## src/rtl/bcd_countdown.sv

```systemverilog
// bcd_countdown: multi-digit BCD down-counter with load/run control.
// A three-state FSM (IDLE/RUN/DONE) gates counting; the borrow ripples
// through every digit within one clock, and each digit is updated with
// 4-bit logic only (no binary arithmetic on the whole word).
// Optional feature macro: BCD_COUNTDOWN_AUTORELOAD_EN. When defined, the last
// loaded (clamped) value is kept and reloaded on the first i_en tick after
// the count reaches zero, so the block keeps cycling in RUN.
module bcd_countdown #(
    parameter int DIGITS = 4
) (
    input  logic                clk,
    input  logic                i_rst_n,
    input  logic                i_sclr,
    input  logic                i_load,
    input  logic [4*DIGITS-1:0] i_load_val,
    input  logic                i_en,
    input  logic                i_pause,
    output logic [4*DIGITS-1:0] o_cnt,
    output logic                o_zero,
    output logic                o_running,
    output logic                o_done
);

    localparam int W = 4 * DIGITS;

    typedef enum logic [1:0] {
        ST_IDLE = 2'd0,
        ST_RUN  = 2'd1,
        ST_DONE = 2'd2
    } state_t;

    state_t         state_reg;
    state_t         state_next;
    logic [W-1:0]   cnt_reg;
    logic [W-1:0]   cnt_next;
    logic           done_reg;
    logic           done_next;
    logic           running_reg;
    logic           running_next;

    // Per-digit helpers: clamped load value, decremented value, borrow chain.
    logic [W-1:0]      load_clamped;
    logic [W-1:0]      cnt_dec;
    logic [DIGITS-1:0] borrow;
    logic              dec_to_zero;
    logic              cnt_is_zero;

`ifdef BCD_COUNTDOWN_AUTORELOAD_EN
    logic [W-1:0]   reload_reg;
    logic [W-1:0]   reload_next;
`endif

    // Digit 0 always receives the borrow; a zero digit turns into 9 and
    // forwards the borrow to the next digit up.
    assign borrow[0] = 1'b1;

    genvar gi;
    generate
        for (gi = 0; gi < DIGITS; gi++) begin : g_digit
            // Any digit code above 9 is stored as 9.
            assign load_clamped[gi*4 +: 4] =
                (i_load_val[gi*4 +: 4] > 4'd9) ? 4'd9 : i_load_val[gi*4 +: 4];

            // 4-bit digit decrement with borrow-in.
            assign cnt_dec[gi*4 +: 4] =
                !borrow[gi]                  ? cnt_reg[gi*4 +: 4] :
                (cnt_reg[gi*4 +: 4] == 4'd0) ? 4'd9 :
                                               cnt_reg[gi*4 +: 4] - 4'd1;

            if (gi < DIGITS - 1) begin : g_borrow
                assign borrow[gi+1] = borrow[gi] & (cnt_reg[gi*4 +: 4] == 4'd0);
            end
        end
    endgenerate

    // A zero count would decrement to all nines, so an all-zero result can
    // only come from a count of exactly one.
    assign dec_to_zero = (cnt_dec == '0);
    assign cnt_is_zero = (cnt_reg == '0);

    // Next-state, next-count and done-pulse logic; sclr > load > decrement.
    always_comb begin
        state_next = state_reg;
        cnt_next   = cnt_reg;
        done_next  = 1'b0;
`ifdef BCD_COUNTDOWN_AUTORELOAD_EN
        reload_next = reload_reg;
`endif
        if (i_sclr) begin
            state_next = ST_IDLE;
            cnt_next   = '0;
`ifdef BCD_COUNTDOWN_AUTORELOAD_EN
            reload_next = '0;
`endif
        end else if (i_load) begin
            cnt_next = load_clamped;
`ifdef BCD_COUNTDOWN_AUTORELOAD_EN
            reload_next = load_clamped;
`endif
            if (load_clamped == '0) begin
                // Loading zero counts as reaching zero: straight to DONE.
                state_next = ST_DONE;
                done_next  = 1'b1;
            end else begin
                state_next = ST_RUN;
            end
        end else begin
            case (state_reg)
                ST_IDLE: begin
                    state_next = ST_IDLE;
                end
                ST_RUN: begin
                    if (i_en && !i_pause && !cnt_is_zero) begin
                        cnt_next = cnt_dec;
                        if (dec_to_zero) begin
                            state_next = ST_DONE;
                            done_next  = 1'b1;
                        end
                    end
                end
                ST_DONE: begin
`ifdef BCD_COUNTDOWN_AUTORELOAD_EN
                    // A zero reload value disables reloading entirely.
                    if (reload_reg != '0) begin
                        if (i_en) begin
                            cnt_next   = reload_reg;
                            state_next = ST_RUN;
                        end
                    end else begin
                        state_next = ST_IDLE;
                    end
`else
                    state_next = ST_IDLE;
`endif
                end
                default: begin
                    state_next = ST_IDLE;
                    cnt_next   = '0;
                end
            endcase
        end
        running_next = (state_next == ST_RUN);
    end

    // State, count and registered status flags.
    always_ff @(posedge clk or negedge i_rst_n) begin
        if (!i_rst_n) begin
            state_reg   <= ST_IDLE;
            cnt_reg     <= '0;
            done_reg    <= 1'b0;
            running_reg <= 1'b0;
        end else begin
            state_reg   <= state_next;
            cnt_reg     <= cnt_next;
            done_reg    <= done_next;
            running_reg <= running_next;
        end
    end

`ifdef BCD_COUNTDOWN_AUTORELOAD_EN
    // Reload register holding the last clamped load value.
    always_ff @(posedge clk or negedge i_rst_n) begin
        if (!i_rst_n) begin
            reload_reg <= '0;
        end else begin
            reload_reg <= reload_next;
        end
    end
`endif

    assign o_cnt     = cnt_reg;
    assign o_zero    = cnt_is_zero;
    assign o_running = running_reg;
    assign o_done    = done_reg;

endmodule

```

## config.mk

```make
export PLATFORM = sky130hd
export DESIGN_NAME = bcd_countdown
export DESIGN_NICKNAME = d
export VERILOG_FILES = /design/src/rtl/bcd_countdown.sv
export SDC_FILE = /design/constraint.sdc
export NUM_CORES = 1
export LEC_CHECK = 0
export ABC_AREA = 1
export CAP_MARGIN = 20
export CORE_MARGIN = 5
export CORE_UTILIZATION = 40
export CTS_BUF_LIST = sky130_fd_sc_hd__clkbuf_8 sky130_fd_sc_hd__clkbuf_16
export DETAILED_ROUTE_END_ITERATION = 10
export DONT_BUFFER_PORTS = 1
export GPL_TIMING_DRIVEN = 0
export PLACE_DENSITY = 0.6
export SETUP_SLACK_MARGIN = 0.05
export SLEW_MARGIN = 0
export SYNTH_ARGS = -nofsm -noshare
export SYNTH_HDL_FRONTEND = slang
export SYNTH_SLANG_ARGS = --single-unit
```

## constraint.sdc

```tcl
create_clock -name clk -period 2 [get_ports clk]
set_input_delay 0.3 -clock clk [delete_from_list [all_inputs] [get_ports clk]]
set_output_delay 0.3 -clock clk [all_outputs]
set_load 0.01 [all_outputs]
```

==> impl_metrics.yaml, run 1 <==
placed_design:
  io_buffers: 0
  place_congestion: 0.856
  place.detailed.hpwl_um: 3140
  dp_cells: 263
  placed_area_um2: 1560
  pre_cts_ws_ns: 0.138
global_routing:
  grt_usage_pct: 16.4
  overflow: 0
  antenna_found_initial: 0
  grt_max_degree: 21
  grt_pass1_wl_um: 6660
  first_global_vias: 1308
yosys:
  ys_types: 28
  synth.area.top_cells: "dfrtp_1 (33%), nand2_1 (13%), inv_1 (8.3%)"
  syn-num-nets: 237
  syn_avg_cell_area_um2: 6.95
  synth_top_area_share_pct: 33.5
  yosysSeqAreaShare_pct: 33.5
  synthCells: 215
  ys_ff_latch: 20
  synth_top_cell_by_area: "dfrtp_1"
  syn-cell-area_um2: 1500
  synth_warnings: 0
floorplan:
  fp.dieH_um: 71.1
  core_um2: 3630
  rows: 22
  fp.dieArea_um2: 5060
  initial_core_util_pct: 41.2
  io_pins: 41
  die_w_um: 71.1
finish:
  nNetsFinal: 245
  drive_gt1_share_pct: 18.5
  multi_input_area_um2: 860
  num_antenna_cells: 0
  ff_latch_area_um2: 504
  instances_no_fill: 270
  fillCellCount: 382
  syn_to_final_growth_pct: 11.4
  finalInstanceArea_um2: 1670
  largest_reg_flops: 16
routing:
  m1WireLength_um: 1800
  drt-vias-per-instance: 5.28
  wl_met2_um: 1830
  post_drt_wl_per_cell_um: 15.0
  met3_length_um: 370
  routed.top_layer: "met4"
  vias: 1425
  firstDrtPassIters: 4
  route.detailed.drc: 0
  drt_iter0_markers: 112
  postRouteAntennaNets: 0
  finalWirelength_um: 4050
sta:
  grt_setup_unrepaired: "true"
  clock.fmax_mhz: 554
  tightest_slew_ns: 0.516
  min_period_over_period_pct: 90.2
  slew_headroom_pct: 65.5
  drv_slew: 0
  worst_slack_ns: 0.196
  setup_tns_ns: 0
  setup_violations: 0
  hold_viol: 0
  fin_crit_ns: 1.80
  finClkSkew_ns: 0.00896
clock_tree:
  path_clk_slew_ns: 0.08
  clock-sinks: 20
  clock_path_buffers: 2
  clockRootBuffer: "clkbuf_8"
  clock_latency_ns: 0.26
  cts_tree: "yes"
  cts_buffers: 3
  htreeDepth: 1
critical_path:
  r2r_start: "o_cnt[7]$_DFFE_PN0P_"
  path_class: "flop to flop"
  cp_max_fo: 10
  cp-startpoint: "o_cnt[7]$_DFFE_PN0P_"
  critPathLaunchType: "flop"
  setup.worst_path.end_class: "flop"
  critPathArrivalTime_ns: 1.95
  critPathRequiredTime_ns: 2.15
worst_hold_path:
  min_from: "i_sclr"
  holdCritPathClass: "primary input to flop"
power:
  p_switching_mw: 0.417
  p_int_mw: 0.731
  clock_power_share_pct: 27.3
  power.share.switching_pct: 36.3
  seqPwrFrac_pct: 41.6
  power.leakage_nw: 0.787
  pwr_density_cell_nw_per_um2: 690
  peakVddDrop_uv: 263
  p_comb_share_pct: 31.1
outcome:
  outcome: "finished clean"
run:
  cap_violations: 0
==> Yosys cell counts, drive strengths merged <==
cell type and instances:
inv 34, nand2 57, nor2 22, a21oi 7
o311ai 1, dfrtp 20, clkinv 1, xor2 3
nand3 17, o22ai 8, a22o 2, buf 2
o21ai 26, nand4 1, nor4 2, a21boi 2
o211ai 2, nor3 7, clkbuf 1
==> through the flow <==
| stage | hold WS (ns) | utilization [%] | power, mW |
|---|---|---|---|
| after global placement | 0.00490 | 42.8 | 0.806 |
| after detailed placement | 0.00492 | 42.8 | 0.806 |
| after floorplan | 0.00441 | - | 0.740 |
| final | 0.0968 | 45.8 | 1.15 |
| after CTS | 0.0875 | 44.6 | 1.13 |
| after global routing | 0.0768 | 45.8 | 1.24 |
==> per-layer routing <==
| metal | track usage, % | vias up |
|---|---|---|
| met5 | 0 | - |
| met4 | 3.97 | 0 |
| met3 | 5.54 | 6 |
| met2 | 24.3 | 45 |
| met1 | 22.8 | 655 |
| li1 | - | 719 |
==> logic make-up (layout without fill, tap and decap cells) <==
family / Yosys count / count (layout) / synth area share (%)
AOI/OAI and AO/OA: 48 / 48 / 20.7
DFF: 20 / 20 / 33.5
and+or+nand+nor: 106 / 106 / 33.6
buffers and inverters: 38 / 45 / 10.5
xor gates and xnor gates: 3 / 3 / 1.76
==> final cells by class <==
cell class              count  area share [%]
plain buffers               3            1.58
clock buffers               4            3.31
inverters                  35            7.89
multi-input cells         157            51.6
flip-flops and latches     20            30.3
well taps                  48            3.61
repair buffers              3            1.73
==> power by group through the flow <==
| stage | combinational [mW] | clock [mW] | sequential [mW] |
|---|---|---|---|
| finish | 0.357 | 0.313 | 0.478 |
| global route | 0.406 | 0.347 | 0.484 |
| CTS | 0.335 | 0.324 | 0.475 |
| detailed placement | 0.322 | 0 | 0.484 |
| global placement | 0.323 | 0 | 0.483 |
| floorplan | 0.266 | 0 | 0.474 |
==> worst max-delay path, stage by stage, from the launching register on <==
cell and delay [ns]:
dfrtp_1 0.47, nor2_2 0.18, nand2_2 0.11, nor2_8 0.18
nand2_2 0.10, nand2_2 0.09, nand3_2 0.08, nand2_4 0.13
nor2_4 0.08, buf_6 0.14, nand2_1 0.09, o21ai_2 0.05
==> final timing paths <==
| path | endpoint | slack (ns) | cells past startpoint |
|---|---|---|---|
| worst max-delay path | o_cnt[11]$_DFFE_PN0P_ | 0.20 | 11 |
| worst min-delay path | state_reg[0]$_DFF_PN0_ | 0.1 | 1 |
| worst max register to register | o_cnt[11]$_DFFE_PN0P_ | 0.20 | 11 |
| worst min register to register | o_cnt[5]$_DFFE_PN0P_ | 0.63 | 2 |
| max in group asynchronous | o_cnt[0]$_DFFE_PN0P_ | 1.07 | 2 |
| min in group asynchronous | o_cnt[3]$_DFFE_PN0P_ | 0.44 | 1 |
==> cells in the final DEF, fill, tap and decap left out, drive strengths merged <==
master       count
clkinv           1
dlygate4sd3      1
o22ai            8
buf              4
clkbuf           5
a21boi           2
nand4            1
a22o             2
o211ai           2
nand3           17
nor2            22
xor2             3
nor4             2
inv             34
o311ai           1
a21oi            7
nand2           57
dfrtp           20
o21ai           26
nor3             7
==> repair_timing <==
item                                   CTS  global route
hold buffers                             1             0
setup endpoints to repair                0            15
setup buffers                            0             1
endpoints found under the hold margin   20             0
resized for setup                        0            13
No activity file was read; power rests on OpenSTA's default activity.
==> run 2, diff against run 1 <==
PLACE_DENSITY = 0.62   (was 0.6)
clock period = 1.5 ns   (was 2 ns; I/O delays follow)
==> impl_metrics.yaml, run 2 (synthesized netlist as in run 1, its figures left out) <==
worst_hold_path:
  holdCritPathClass: "primary input to flop"
  whs_path_depth: 1
floorplan:
  initial_core_util_pct: 41.2
  die_w_um: 71.1
  core_um2: 3630
  fp.dieH_um: 71.1
  fp.dieArea_um2: 5060
  rows: 22
  io_pins: 41
critical_path:
  path_class: "flop to flop"
  r2r_cells: 11
  path_buf_inv: 1
  cp.depth: 11
  critPathTopFamily: "simple AND/OR/NAND/NOR gates"
  cp_max_fo: 8
  critPathRequiredTime_ns: 1.65
  max_stage_delay_ns: 0.49
  critPathArrivalTime_ns: 1.91
  critical-path-slowest-cell: "dfrtp_2"
  crit_top_cell: "nand2_4"
  crit_chain: "nor2_4 -> nand2_4 -> nor2_8 -> nand2_4 -> nand2_4 -> nand3_4 -> nand2_4 -> nor2_4 -> buf_6 -> nand2_2 -> o21ai_2"
  critPathLaunchType: "flop"
  setup.worst_path.end_class: "flop"
clock_tree:
  path_clk_slew_ns: 0.08
  clock_latency_ns: 0.26
  cts_tree: "yes"
  htreeDepth: 1
  clock-sinks: 20
  clock_path_buffers: 2
  cts_buffers: 3
  clockRootBuffer: "clkbuf_8"
global_routing:
  antenna_found_initial: 0
  grt_pass1_wl_um: 7180
  first_global_vias: 1519
  grt_usage_pct: 17.9
  grt_max_degree: 21
  overflow: 0
power:
  power.leakage_nw: 0.888
  pwr_density_cell_nw_per_um2: 892
  total_power_mw: 1.64
  peakVddDrop_uv: 320
routing:
  drt-vias-per-instance: 5.33
  routed.top_layer: "met4"
  postRouteAntennaNets: 0
  post_drt_wl_per_cell_um: 15.2
  met3_length_um: 393
  finalWirelength_um: 4200
  vias: 1476
  m1WireLength_um: 1790
  route.detailed.drc: 0
  drt_iter0_markers: 101
  wl_met2_um: 1960
  firstDrtPassIters: 4
run:
  cap_violations: 0
sta:
  finClkSkew_ns: 0.00695
  hold_viol: 0
  drv_slew: 0
  worst_slack_ns: -0.254
  fin_crit_ns: 1.75
  tightest_slew_ns: 0.906
  slew_headroom_pct: 39.4
  min_period_over_period_pct: 117
  setup_violations: 21
  clock.fmax_mhz: 570
  grt_setup_unrepaired: "true"
  hold-worst-slack_ns: 0.0183
finish:
  largest_reg_flops: 16
  final_cell_mix: "nand2_1 (37), inv_1 (31), dfrtp_1 (17)"
  nNetsFinal: 252
  instances_no_fill: 277
  syn_to_final_growth_pct: 23.2
  utilization_pct: 50.7
  final_common_cell: "nand2_1"
  drive_gt1_share_pct: 30.1
  num_antenna_cells: 0
outcome:
  outcome: "finished, violations left"
  failed_checks: "setup timing"
placed_design:
  place_congestion: 0.866
  io_buffers: 0
  pre_cts_ws_ns: -0.312
  dp_cells: 263
  place.detailed.hpwl_um: 3180
[run 2: repair_timing]
action | 4_1_cts | 5_1_grt
pin swaps | 9 | 7
setup buffers | 7 | 1
endpoints found under the hold margin | 20 | 0
gates cloned | 1 | 0
resized for setup | 28 | 20
hold buffers | 1 | 0
setup endpoints to repair | 21 | 21
[run 2: layer usage]
layer / track usage, % / vias up
met5: 0 / -
met4: 5.01 / 0
met3: 7.24 / 6
met2: 27.7 / 47
met1: 23.1 / 682
li1: - / 741
[run 2: per-stage QoR]
| stage | TNS, ns | instance area (um^2) |
|---|---|---|
| final | -4.49 | 1840 |
| after global routing | -6.57 | 1840 |
| after CTS | -4.28 | 1770 |
| after detailed placement | -5.45 | 1570 |
| after global placement | -5.26 | 1570 |
| after floorplan | -0.812 | 1510 |
[run 2: cell type report]
class	count	area [um^2]
Fill cell	381	1790
Timing Repair Buffer	10	85.1
Multi-Input combinational cell	157	966
Buffer	3	35.0
Clock buffer	4	55.1
Tap cell	48	60.1
Sequential cell	20	504
Inverter	35	136
[run 2: final timing paths]
| check | startpoint | end | slack (ns) |
|---|---|---|---|
| min reg2reg | o_cnt[5]$_DFFE_PN0P_ | o_cnt[5]$_DFFE_PN0P_ | 0.64 |
| min | i_sclr | state_reg[0]$_DFF_PN0_ | 0.02 |
| max reg2reg | o_cnt[0]$_DFFE_PN0P_ | o_cnt[11]$_DFFE_PN0P_ | -0.25 |
| min in group asynchronous | i_rst_n | o_cnt[2]$_DFFE_PN0P_ | 0.53 |
| max in group asynchronous | i_rst_n | o_cnt[0]$_DFFE_PN0P_ | 0.36 |
| max | o_cnt[0]$_DFFE_PN0P_ | o_cnt[11]$_DFFE_PN0P_ | -0.25 |
[run 2: power breakdown]
part | switching, mW | leakage (nW) | internal [mW] | total [mW]
registers | 0.0645 | 0.263 | 0.575 | 0.639
clock network | 0.184 | 0.0288 | 0.234 | 0.417
logic | 0.363 | 0.596 | 0.223 | 0.586
==> run 3, diff against run 2 <==
CORE_UTILIZATION = 30   (was 40)
PLACE_DENSITY = 0.51   (was 0.62)
==> impl_metrics.yaml, run 3 (synthesized netlist as in run 1, its figures left out) <==
outcome:
  failed_checks: "setup timing"
  outcome: "finished, violations left"
sta:
  fin_crit_ns: 1.76
  hold_viol: 0
  tightest_slew_ns: 0.946
  hold-worst-slack_ns: 0.0174
  drv_slew: 0
  min_period_over_period_pct: 118
  finClkSkew_ns: 0.00164
  clock.fmax_mhz: 567
  setup_violations: 21
  worst_slack_ns: -0.263
  grt_setup_unrepaired: "true"
  slew_headroom_pct: 36.7
finish:
  multi_input_area_um2: 890
  nNetsFinal: 252
  ff_latch_area_um2: 508
  utilization_pct: 37.4
  final_common_cell: "nand2_1"
  syn_to_final_growth_pct: 19.7
  fillCellCount: 529
  num_antenna_cells: 0
  largest_reg_flops: 16
  final_cell_mix: "nand2_1 (44), inv_1 (32), nand3_1 (16)"
  drive_gt1_share_pct: 26.2
critical_path:
  r2r_setup_slack_ns: -0.26
  setup.worst_path.end_class: "flop"
  critPathArrivalTime_ns: 1.92
  critPathLaunchType: "flop"
  critPathCapture: "o_cnt[8]$_DFFE_PN0P_"
  cp_max_fo: 8
  r2r_cells: 11
  critPathRequiredTime_ns: 1.65
  path_class: "flop to flop"
  r2r_start: "o_cnt[1]$_DFFE_PN0P_"
  r2r-end: "o_cnt[8]$_DFFE_PN0P_"
  cp-startpoint: "o_cnt[1]$_DFFE_PN0P_"
routing:
  route.detailed.drc: 0
  vias: 1428
  firstDrtPassIters: 4
  finalWirelength_um: 4410
  drt_iter0_markers: 79
  drt-vias-per-instance: 4.82
  postRouteAntennaNets: 0
  post_drt_wl_per_cell_um: 14.9
power:
  total_power_mw: 1.60
  peakVddDrop_uv: 413
  power.leakage_nw: 0.828
  seqPwrFrac_pct: 40.1
  p_int_mw: 1.02
  p_switching_mw: 0.579
  pwr_density_cell_nw_per_um2: 892
  p_comb_share_pct: 33.8
  clock_power_share_pct: 26.1
  power.share.switching_pct: 36.3
clock_tree:
  clock_path_buffers: 2
  clock-sinks: 20
  path_clk_slew_ns: 0.08
  clock_latency_ns: 0.26
  cts_tree: "yes"
  cts_buffers: 3
  clockRootBuffer: "clkbuf_8"
  htreeDepth: 1
run:
  cap_violations: 0
floorplan:
  rows: 25
  initial_core_util_pct: 31.2
  io_pins: 41
  fp.dieArea_um2: 6500
  die_w_um: 80.6
  fp.dieH_um: 80.6
  core_um2: 4790
worst_hold_path:
  whs_path_depth: 1
  holdCritPathClass: "primary input to flop"
global_routing:
  antenna_found_initial: 0
  grt_pass1_wl_um: 7110
  grt_max_degree: 21
  grt_usage_pct: 14.3
  first_global_vias: 1355
  overflow: 0
placed_design:
  place.detailed.hpwl_um: 3410
  io_buffers: 0
  pre_cts_ws_ns: -0.347
  place_congestion: 0.801
==> run 3: layout make-up <==
cell class	count	share of cell area, %
Multi-Input combinational cell	157	49.7
Inverter	35	7.48
Timing Repair Buffer	10	4.75
Clock buffer	4	3.07
Tap cell	67	4.68
Sequential cell	20	28.4
Buffer	3	1.96
==> run 3: per-stage QoR <==
step,area [um^2],std cells,TNS (ns)
2_1_floorplan,1510,215,-0.812
3_3_place_gp,1590,282,-6.14
3_5_place_dp,1590,282,-6.20
4_1_cts,1770,296,-5.51
5_1_grt,1790,296,-7.07
6_report,1790,296,-4.42
==> run 3: metal layers <==
layer | GRT usage [%] | part of all wire [%] | routed length (um) | up-vias
li1 | - | - | - | 736
met3 | 5.94 | 8.8 | 388 | 2
met1 | 19.5 | 45 | 1970 | 654
met4 | 1.01 | 0.27 | 12 | 0
met5 | 0 | 0 | 0 | -
met2 | 22.0 | 46 | 2030 | 36
==> run 3: worst max-delay path, cell delays in order, from the launching register on <==
cell     delay [ns]
dfrtp_2        0.48
nor2_4         0.16
nand2_4        0.11
nor2_8         0.16
nand2_2        0.09
nand2_2        0.09
nand3_2        0.08
nand2_4        0.12
nor2_4         0.07
buf_6          0.14
nand2_1        0.08
o21ai_2        0.06
==> run 3: what timing repair did <==
action | CTS | global route
gates cloned | 1 | 0
pin swaps | 12 | 5
setup buffers | 8 | 0
hold buffers | 1 | 0
resized for setup | 16 | 11
endpoints found under the hold margin | 20 | 0
endpoints found under the setup margin | 21 | 21
==> run 3: power by group through the flow <==
stage               Clock (mW)  Combinational, mW  Sequential, mW
floorplan                    0              0.360           0.635
global placement             0              0.444           0.649
detailed placement           0              0.440           0.650
CTS                      0.437              0.528           0.639
global route             0.456              0.608           0.649
finish                   0.418              0.539           0.641
==> run 3: worst min path at each step <==
stage | start | end | slack, ns
after floorplan | i_rst_n | o_cnt[0]$_DFFE_PN0P_ | -0.07
after global placement | i_rst_n | o_cnt[15]$_DFFE_PN0P_ | -0.07
after detailed placement | i_rst_n | o_cnt[15]$_DFFE_PN0P_ | -0.07
after CTS | i_sclr | state_reg[0]$_DFF_PN0_ | 0.01
after global routing | i_sclr | state_reg[0]$_DFF_PN0_ | 0.01
final | i_sclr | state_reg[0]$_DFF_PN0_ | 0.02
